$ cat src/rtl/demux_oht_stream.sv
// demux_oht_stream: one-hot addressed stream demultiplexer with a 2-entry
// {oht, dat} skid FIFO. Beats leave in arrival order on the channel(s) named
// by their one-hot select; a stalled head blocks every channel.
//
// Optional feature macro: DEMUX_OHT_STREAM_CHECK_EN
//   defined   : beats whose select is not exactly one-hot are accepted but
//               dropped, and the sticky err flag is raised (cleared by err_clr,
//               a coincident new error wins).
//   undefined : every beat is stored, err is tied low, a zero-hot head is
//               popped without being forwarded, a multi-hot head is shown on
//               all selected channels and pops when any of them is ready.
//
// Ports:
//   clk, rst_n        clock, asynchronous active-low reset
//   sti_vld/sti_rdy   input handshake (sti_rdy is a register, count<2)
//   sti_oht, sti_dat  one-hot destination and payload of the input beat
//   sto_vld/sto_rdy   per-channel output handshake
//   sto_dat           payload of the head beat, shared by all channels
//   err, err_clr      sticky select-error flag and its synchronous clear
module demux_oht_stream #(
   parameter type         DAT_T = logic [8-1:0],
   parameter int unsigned WIDTH = 4
) (
   input  logic             clk,
   input  logic             rst_n,
   input  logic             sti_vld,
   output logic             sti_rdy,
   input  logic [WIDTH-1:0] sti_oht,
   input  DAT_T             sti_dat,
   output logic [WIDTH-1:0] sto_vld,
   input  logic [WIDTH-1:0] sto_rdy,
   output DAT_T             sto_dat,
   output logic             err,
   input  logic             err_clr
);

   localparam int unsigned DEPTH = 2;

   // FIFO storage and control
   logic [WIDTH-1:0] oht_q [0:DEPTH-1];
   DAT_T             dat_q [0:DEPTH-1];
   logic             hd_ptr_q;
   logic             tl_ptr_q;
   logic [1:0]       cnt_q;
   logic             rdy_q;

   logic             push_c;
   logic             store_c;
   logic             pop_c;
   logic             nonempty_c;
   logic [WIDTH-1:0] head_oht_c;
   logic [1:0]       cnt_nxt_c;
   logic             hd_ptr_nxt_c;
   logic             tl_ptr_nxt_c;
   logic             rdy_nxt_c;

   // Next-state: handshake decode, pointer and count update
   always_comb begin
      push_c       = 1'b0;
      store_c      = 1'b0;
      pop_c        = 1'b0;
      nonempty_c   = 1'b0;
      head_oht_c   = '0;
      cnt_nxt_c    = cnt_q;
      hd_ptr_nxt_c = hd_ptr_q;
      tl_ptr_nxt_c = tl_ptr_q;
      rdy_nxt_c    = 1'b0;

      push_c     = sti_vld & rdy_q;
`ifdef DEMUX_OHT_STREAM_CHECK_EN
      store_c    = push_c & (sti_oht != '0) & ((sti_oht & (sti_oht - WIDTH'(1))) == '0);
`else
      store_c    = push_c;
`endif
      nonempty_c = (cnt_q != 2'd0);
      head_oht_c = oht_q[hd_ptr_q];
      // A zero-hot head has no consumer, so it is retired without forwarding.
      pop_c      = nonempty_c & ((head_oht_c == '0) | (|(head_oht_c & sto_rdy)));

      cnt_nxt_c    = cnt_q + 2'(store_c) - 2'(pop_c);
      hd_ptr_nxt_c = hd_ptr_q ^ pop_c;
      tl_ptr_nxt_c = tl_ptr_q ^ store_c;
      rdy_nxt_c    = (cnt_nxt_c < 2'(DEPTH));
   end

   // Control registers
   always_ff @(posedge clk or negedge rst_n) begin
      if (!rst_n) begin
         hd_ptr_q <= 1'b0;
         tl_ptr_q <= 1'b0;
         cnt_q    <= 2'd0;
         rdy_q    <= 1'b0;
      end else begin
         hd_ptr_q <= hd_ptr_nxt_c;
         tl_ptr_q <= tl_ptr_nxt_c;
         cnt_q    <= cnt_nxt_c;
         rdy_q    <= rdy_nxt_c;
      end
   end

   // Payload storage needs no reset; validity comes from cnt_q
   always_ff @(posedge clk) begin
      if (store_c) begin
         oht_q[tl_ptr_q] <= sti_oht;
         dat_q[tl_ptr_q] <= sti_dat;
      end
   end

   assign sti_rdy = rdy_q;
   assign sto_vld = {WIDTH{nonempty_c}} & head_oht_c;
   assign sto_dat = dat_q[hd_ptr_q];

`ifdef DEMUX_OHT_STREAM_CHECK_EN
   logic err_q;

   // Sticky error flag; a new error outranks a coincident clear
   always_ff @(posedge clk or negedge rst_n) begin
      if (!rst_n) begin
         err_q <= 1'b0;
      end else begin
         err_q <= (push_c & ~store_c) | (err_q & ~err_clr);
      end
   end

   assign err = err_q;
`else
   logic unused_err_clr;

   assign unused_err_clr = err_clr;
   assign err            = 1'b0;
`endif

endmodule

$ cat config.mk
export PLATFORM = sky130hd
export DESIGN_NAME = demux_oht_stream
export DESIGN_NICKNAME = d
export VERILOG_FILES = /design/src/rtl/demux_oht_stream.sv
export SDC_FILE = /design/constraint.sdc
export NUM_CORES = 1
export LEC_CHECK = 0
export CAP_MARGIN = 20
export CORE_ASPECT_RATIO = 1.1
export CORE_MARGIN = 8
export CORE_UTILIZATION = 49
export DETAILED_ROUTE_END_ITERATION = 7
export HOLD_SLACK_MARGIN = 0.05
export PLACE_DENSITY = 0.82
export SLEW_MARGIN = 20
export SYNTH_ARGS = -nofsm -noshare
export SYNTH_HDL_FRONTEND = slang
export SYNTH_SLANG_ARGS = --single-unit
$ cat constraint.sdc
create_clock -name clk -period 5 [get_ports clk]
set_input_delay 0.75 -clock clk [delete_from_list [all_inputs] [get_ports clk]]
set_output_delay 0.75 -clock clk [all_outputs]
set_load 0.03 [all_outputs]
==> results by group, run 1 <==
Power
  – Pwr dens: 567 nW/um2
  – Switching Share: 36.6%
  – Max VDD drop: 0.337 mV
  – Clock power share: 14.0%
  – Sequential share of power: 41.6%
  – Part of the power in combinational logic: 44.5%
  – Switching power: 325 uW
  – Static leakage: 0.598 nW
  – Internal Pwr Total: 563 uW

Detailed routing
  – DR iter-0 viols: 14
  – WL/cell: 14.6 um
  – Via density: 4.91
  – DRC errors left: 0
  – DRT Wirelength: 2030 um
  – Final ANT Viol Nets: 0
  – Via Count: 682
  – First-pass iteration count of the detailed router: 4

Synthesis
  – Post-synthesis cell area: 1190 um2
  – Average instance area after synthesis: 16.3 um2
  – Simple-gate share of the synthesized area: 4.10%
  – Leading cell type by number of instances after synthesis: edfxtp_1
  – Area leader, netlist: edfxtp_1
  – Area share of the leading cell type in the synthesized netlist: 60.5%
  – Yosys cell types: 21
  – Ys Warns: 0
  – Area contributors post-synth: edfxtp_1 61%, dfrtp_1 11%, mux2_2 8.5%, ha_1 4.2%, mux2i_1 2.5%
  – Largest family of logic cells by synthesized area: multiplexers
  – XOR/XNOR Fraction of Synth Area: 2.21%
  – Area share of fa/ha/maj cells after synthesis: 4.20%
  – Synth Flop Type: edfxtp_1
  – Sequential area share after synthesis: 71.0%
  – Commonest cells post-synth: 24 x edfxtp_1, 9 x mux2_2, 8 x inv_1
  – Mux share of post-synthesis cell area: 11.0%
  – Synth Area in Compound Gates: 2.63%
  – Post-Syn Instances: 73
  – EDFF count, synth: 24
  – #FFs+latches synth: 29
  – Synth async-reset ratio: 17.2%
  – Net count after synthesis: 97

Worst setup path
  – CP Data Arrival Time: 2.20 ns
  – CP startpoint kind: register
  – RR Startpoint: hd_ptr_q
  – R2R Setup Slk: 2.36 ns
  – WP data required: 4.25 ns
  – Crit Path Max Fanout: 15
  – Setup Crit Path Kind: register to output port
  – Critical Path Sink: sto_vld[3]
  – Worst r2r dst: cnt_q[1]
  – R2R depth: 9
  – Worst Setup SP: hd_ptr_q
  – Crit. End Element: output port

Placed design
  – Post-DP HPWL: 1530 um
  – Gpl congestion: 0.649
  – Port bufs: 31

Die
  – Die area: 4270 um2
  – Total core area: 2270 um2
  – Io pins: 34
  – Die Ht: 67.7 um
  – Starting Density: 52.4%
  – Chip width: 63.0 um
  – Cell Rows: 18

Clocking
  – Sink Count: 29
  – CTS Buf Count: 5
  – Clk buf depth: 2
  – Clock latency on the worst-skew pair: 0.32 ns
  – Post_cts resized: 0
  – Hold-fix buffers, CTS: 0
  – Postcts setup bufs: 0
  – Clock Tree Root: clkbuf_4
  – Clock-pin transition on the worst setup and hold timing paths: 0.09 ns
  – H-tree depth: 2
  – CTS tree: done

Job
  – Max-cap violations: 0

Cells and area
  – ANT cells: 0
  – Final #Nets: 132
  – Final core utilization: 68.8%
  – Layout cell share with drive strength beyond 1: 15.6%
  – Area grow syn2layout: 31.4%

Global routing
  – Vias in the first global route: 773
  – Overall Global Routing Usage: 10.7%
  – First-pass GRT wire length: 3400 um
  – Largest net degree at the start of global routing: 16
  – Initial antenna violation count: 0
  – Total gr overflow: 0

STA
  – Period utilization: 59.1%
  – RSZ-0062 raised after global routing: false
  – Hold WS: 0.526 ns
  – Endpoints failing hold: 0
  – Final Skew: 0.00678 ns
  – Slew Viols, Final: 0
  – Final setup vio count: 0
  – Setup_tns: 0 ns
  – Slew margin rel.: 60.7%
  – Fmax achieved: 339 MHz
  – Worst slew pin tran: 0.590 ns
  – Minimum clock period: 2.95 ns

Hold path
  – Hold Crit Class: register to register

Outcome
  – Status: complete, no violations
## through the flow
| stage | power, mW | std cells | instance area [um2] | setup slack [ns] |
|---|---|---|---|---|
| final | 0.887 | 139 | 1570 | 2.05 |
| after global routing | 0.947 | 139 | 1570 | 1.92 |
| after detailed placement | 0.775 | 131 | 1520 | 2.28 |
| after CTS | 0.902 | 139 | 1570 | 2.01 |
| after global placement | 0.764 | 131 | 1520 | 2.33 |
| after floorplan | 0.638 | 73 | 1190 | 2.79 |
## critical path, stage by stage, from the launching register on
cell	delay, ns
dfrtp_1	0.72
mux2_2	0.42
and2_1	0.15
clkdlybuf4s50_1	0.58
## cells in the final DEF, fill, tap and decap left out
| cell type | synthesis | routed |
|---|---|---|
| o31a_2 | 1 | 1 |
| ha_1 | 4 | 4 |
| o22ai_1 | 2 | 2 |
| xor2_1 | 2 | 2 |
| xnor2_1 | 1 | 1 |
| clkinv_2 | 0 | 1 |
| nor2_1 | 4 | 4 |
| or2_2 | 1 | 1 |
| dfrtp_1 | 5 | 5 |
| clkinv_1 | 0 | 2 |
| mux2i_1 | 3 | 3 |
| or4_1 | 1 | 1 |
| and2_1 | 1 | 1 |
| conb_1 | 1 | 1 |
| edfxtp_1 | 24 | 24 |
| inv_1 | 8 | 8 |
| nand2_1 | 1 | 1 |
| o2bb2ai_1 | 1 | 1 |
| clkdlybuf4s50_1 | 0 | 31 |
| or4b_1 | 1 | 1 |
| clkbuf_4 | 0 | 5 |
| mux2_2 | 9 | 9 |
## cell families after synthesis
kind of cell    count (synthesis)
compound gates                  4
other cells                     1
flops                          29
xor+xnor                        3
fa+ha+maj                       4
buf+inv                        11
simple gates                    9
mux                            12
## cell type report
cell class	instances	area (um2)
flip-flops and latches	29	846
repair buffers	31	310
clock buffers	5	37.5
multi-input cells	33	292
fillers	160	709
inverters	8	30.0
well taps	30	37.5
clock inverters	3	12.5
## power by group through the flow
stage / clock network (mW) / logic [mW] / registers (mW)
finish: 0.124 / 0.394 / 0.369
global placement: 0 / 0.390 / 0.373
global route: 0.139 / 0.429 / 0.379
floorplan: 0 / 0.280 / 0.358
detailed placement: 0 / 0.399 / 0.376
CTS: 0.130 / 0.401 / 0.371
## flip-flops by register name, summed over array words and instances, names as in the netlist
signal and count:
oht_q 8, hd_ptr_q 1, cnt_q 2, sti_rdy 1
dat_q 16, tl_ptr_q 1
## worst min path at each step
stage                   from       end  slack, ns  cells past startpoint
floorplan              rst_n  cnt_q[0]       0.45                      0
global placement    cnt_q[1]   sti_rdy       0.50                      1
detailed placement  cnt_q[1]   sti_rdy       0.51                      1
CTS                 cnt_q[1]   sti_rdy       0.53                      1
global route        cnt_q[0]  cnt_q[0]       0.55                      1
finish              cnt_q[1]   sti_rdy       0.53                      1
## routing by layer
metal / global-route usage, % / vias up / wire length [um] / share of wire [%]
li1: - / 334 / - / -
met1: 8.88 / 318 / 743 / 37
met2: 19.0 / 24 / 1040 / 51
met3: 6.95 / 6 / 200 / 9.9
met4: 6.84 / 0 / 49 / 2.4
met5: 0 / - / 0 / 0
Note: power is estimated with default switching activity, not from simulation.
==> inputs of run 2 (changes only) <==
--- a/config.mk
+++ b/config.mk
@@ -8,10 +8,10 @@
 export CAP_MARGIN = 20
 export CORE_ASPECT_RATIO = 1.1
 export CORE_MARGIN = 8
-export CORE_UTILIZATION = 49
+export CORE_UTILIZATION = 46
 export DETAILED_ROUTE_END_ITERATION = 7
 export HOLD_SLACK_MARGIN = 0.05
-export PLACE_DENSITY = 0.82
+export PLACE_DENSITY = 0.78
 export SLEW_MARGIN = 20
 export SYNTH_ARGS = -nofsm -noshare
 export SYNTH_HDL_FRONTEND = slang
==> constraint.sdc (replaced) <==
create_clock -name clk -period 2.8 [get_ports clk]
set_input_delay 0.42 -clock clk [delete_from_list [all_inputs] [get_ports clk]]
set_output_delay 0.42 -clock clk [all_outputs]
set_load 0.03 [all_outputs]
==> results by group, run 2 (synthesis gave the netlist of run 1 again) <==
Clocking
  – Clock Tree Root: clkbuf_4
  – CTS Buf Count: 5
  – Postcts setup bufs: 0
  – Clk buf depth: 2
  – CTS tree: done
  – Clock-pin transition on the worst setup and hold timing paths: 0.08 ns
  – Sink Count: 29
  – Post_cts resized: 0
  – H-tree depth: 2
  – Hold-fix buffers, CTS: 0
  – Clock latency on the worst-skew pair: 0.32 ns

Global routing
  – Initial antenna violation count: 0
  – Overall Global Routing Usage: 10.3%
  – Largest net degree at the start of global routing: 13
  – First-pass GRT wire length: 3520 um
  – Vias in the first global route: 799
  – Total gr overflow: 0

Worst setup path
  – Worst r2r dst: cnt_q[1]
  – Worst-path cell chain: buf_4, mux2_2, clkdlybuf4s50_1
  – RR Startpoint: hd_ptr_q
  – Setup Crit Path Kind: register to output port
  – R2R Setup Slk: 0.35 ns
  – Crit Path Max Fanout: 9
  – CP Data Arrival Time: 2.05 ns
  – Worst Setup SP: hd_ptr_q
  – CP max stage delay: 0.60 ns
  – Slowest stage cell on the critical path: clkdlybuf4s50_1
  – WP data required: 2.38 ns
  – CP startpoint kind: register
  – Crit. End Element: output port
  – R2R depth: 9

STA
  – Post-route setup slack: 0.332 ns
  – Final setup vio count: 0
  – Fmax achieved: 405 MHz
  – RSZ-0062 raised after global routing: false
  – Worst slew pin tran: 0.585 ns
  – Final Skew: 0.00614 ns
  – Slew Viols, Final: 0
  – Period utilization: 88.1%
  – Minimum clock period: 2.47 ns
  – Endpoints failing hold: 0
  – Slew margin rel.: 61.0%
  – Hold WS: 0.311 ns
  – Setup_tns: 0 ns

Die
  – Cell Rows: 19
  – Io pins: 34
  – Starting Density: 48.2%
  – Total core area: 2470 um2
  – Die area: 4480 um2
  – Chip width: 64.5 um
  – Die Ht: 69.4 um

Detailed routing
  – First-pass iteration count of the detailed router: 4
  – DRT Wirelength: 2140 um
  – DR iter-0 viols: 10
  – WL/cell: 15.2 um
  – DRC errors left: 0
  – Final ANT Viol Nets: 0
  – Via density: 4.88
  – Via Count: 688

Cells and area
  – Most common cell after layout, fill and taps aside: clkdlybuf4s50_1
  – Final #Nets: 133
  – Commonest non-fill, non-tap cells in the layout: 31 x clkdlybuf4s50_1, 24 x edfxtp_1, 9 x mux2_2
  – Layout cell share with drive strength beyond 1: 16.4%
  – ANT cells: 0
  – Area grow syn2layout: 32.1%
  – Largest regs: dat_q: 16 flops, oht_q: 8 flops, cnt_q: 2 flops
  – Top reg by flops: dat_q
  – Max FFs per register: 16
  – Final cell count without fillers: 141

Outcome
  – Status: complete, no violations

Placed design
  – Gpl congestion: 0.722
  – Post-DP HPWL: 1610 um
  – Pre-CTS setup slack: 0.347 ns
  – Port bufs: 31
  – Placed instance count: 133

Power
  – Static leakage: 0.603 nW
  – Switching Share: 36.7%
  – Sequential share of power: 40.3%
  – Max VDD drop: 0.619 mV
  – Switching power: 588 uW
  – Part of the power in combinational logic: 45.7%
  – Internal Pwr Total: 1.01 mW
  – Clock power share: 14.0%
  – Pwr dens: 1020 nW/um2

Hold path
  – Hold Crit Class: input port to asynchronous set/reset pin

Job
  – Max-cap violations: 0
[run 2: changes by cell type in the layout (fill, tap and decap cells not counted), sizes merged]
cell / change
buf: +1
[run 2: worst max-delay path by stage]
| stage | to | cells after the start | slack, ns |
|---|---|---|---|
| after floorplan | cnt_q[1] | 11 | 0.59 |
| after global placement | cnt_q[1] | 9 | 0.41 |
| after detailed placement | cnt_q[1] | 9 | 0.35 |
| after CTS | sto_dat[3] | 3 | 0.29 |
| after global routing | cnt_q[1] | 9 | 0.17 |
| final | sto_dat[3] | 3 | 0.33 |
[run 2: metal layers]
metal | vias to the layer above | share of wire (%) | GRT usage [%] | routed length, um
met4 | 0 | 2.0 | 5.10 | 42
met2 | 29 | 49 | 16.6 | 1050
li1 | 334 | - | - | -
met1 | 320 | 39 | 10.1 | 837
met5 | - | 0 | 0 | 0
met3 | 5 | 9.7 | 6.14 | 207
[run 2: worst max-delay path: cells and delay by family (launching register included)]
family,cells,cell delay [ns]
muxes,1,0.35
buffers and inverters,2,0.83
DFF,1,0.55
[run 2: area by class of cell]
class | count | area [um2]
Tap cell | 31 | 38.8
Inverter | 8 | 30.0
Clock buffer | 5 | 37.5
Timing Repair Buffer | 32 | 318
Multi-Input combinational cell | 33 | 292
Clock inverter | 3 | 12.5
Fill cell | 210 | 898
Sequential cell | 29 | 846
[run 2: through the flow]
| stage | instance area [um2] | utilization (%) | power, mW |
|---|---|---|---|
| finish | 1570 | 63.7 | 1.60 |
| global route | 1570 | 63.7 | 1.71 |
| CTS | 1570 | 63.7 | 1.62 |
| detailed placement | 1520 | 61.6 | 1.40 |
| global placement | 1520 | 61.6 | 1.38 |
| floorplan | 1190 | - | 1.14 |
[run 2: power by group through the flow]
stage / clock [mW] / sequential (mW) / combinational, mW
final: 0.225 / 0.646 / 0.732
after global routing: 0.246 / 0.660 / 0.801
after CTS: 0.232 / 0.648 / 0.745
after detailed placement: 0 / 0.656 / 0.739
after global placement: 0 / 0.649 / 0.729
after floorplan: 0 / 0.640 / 0.500
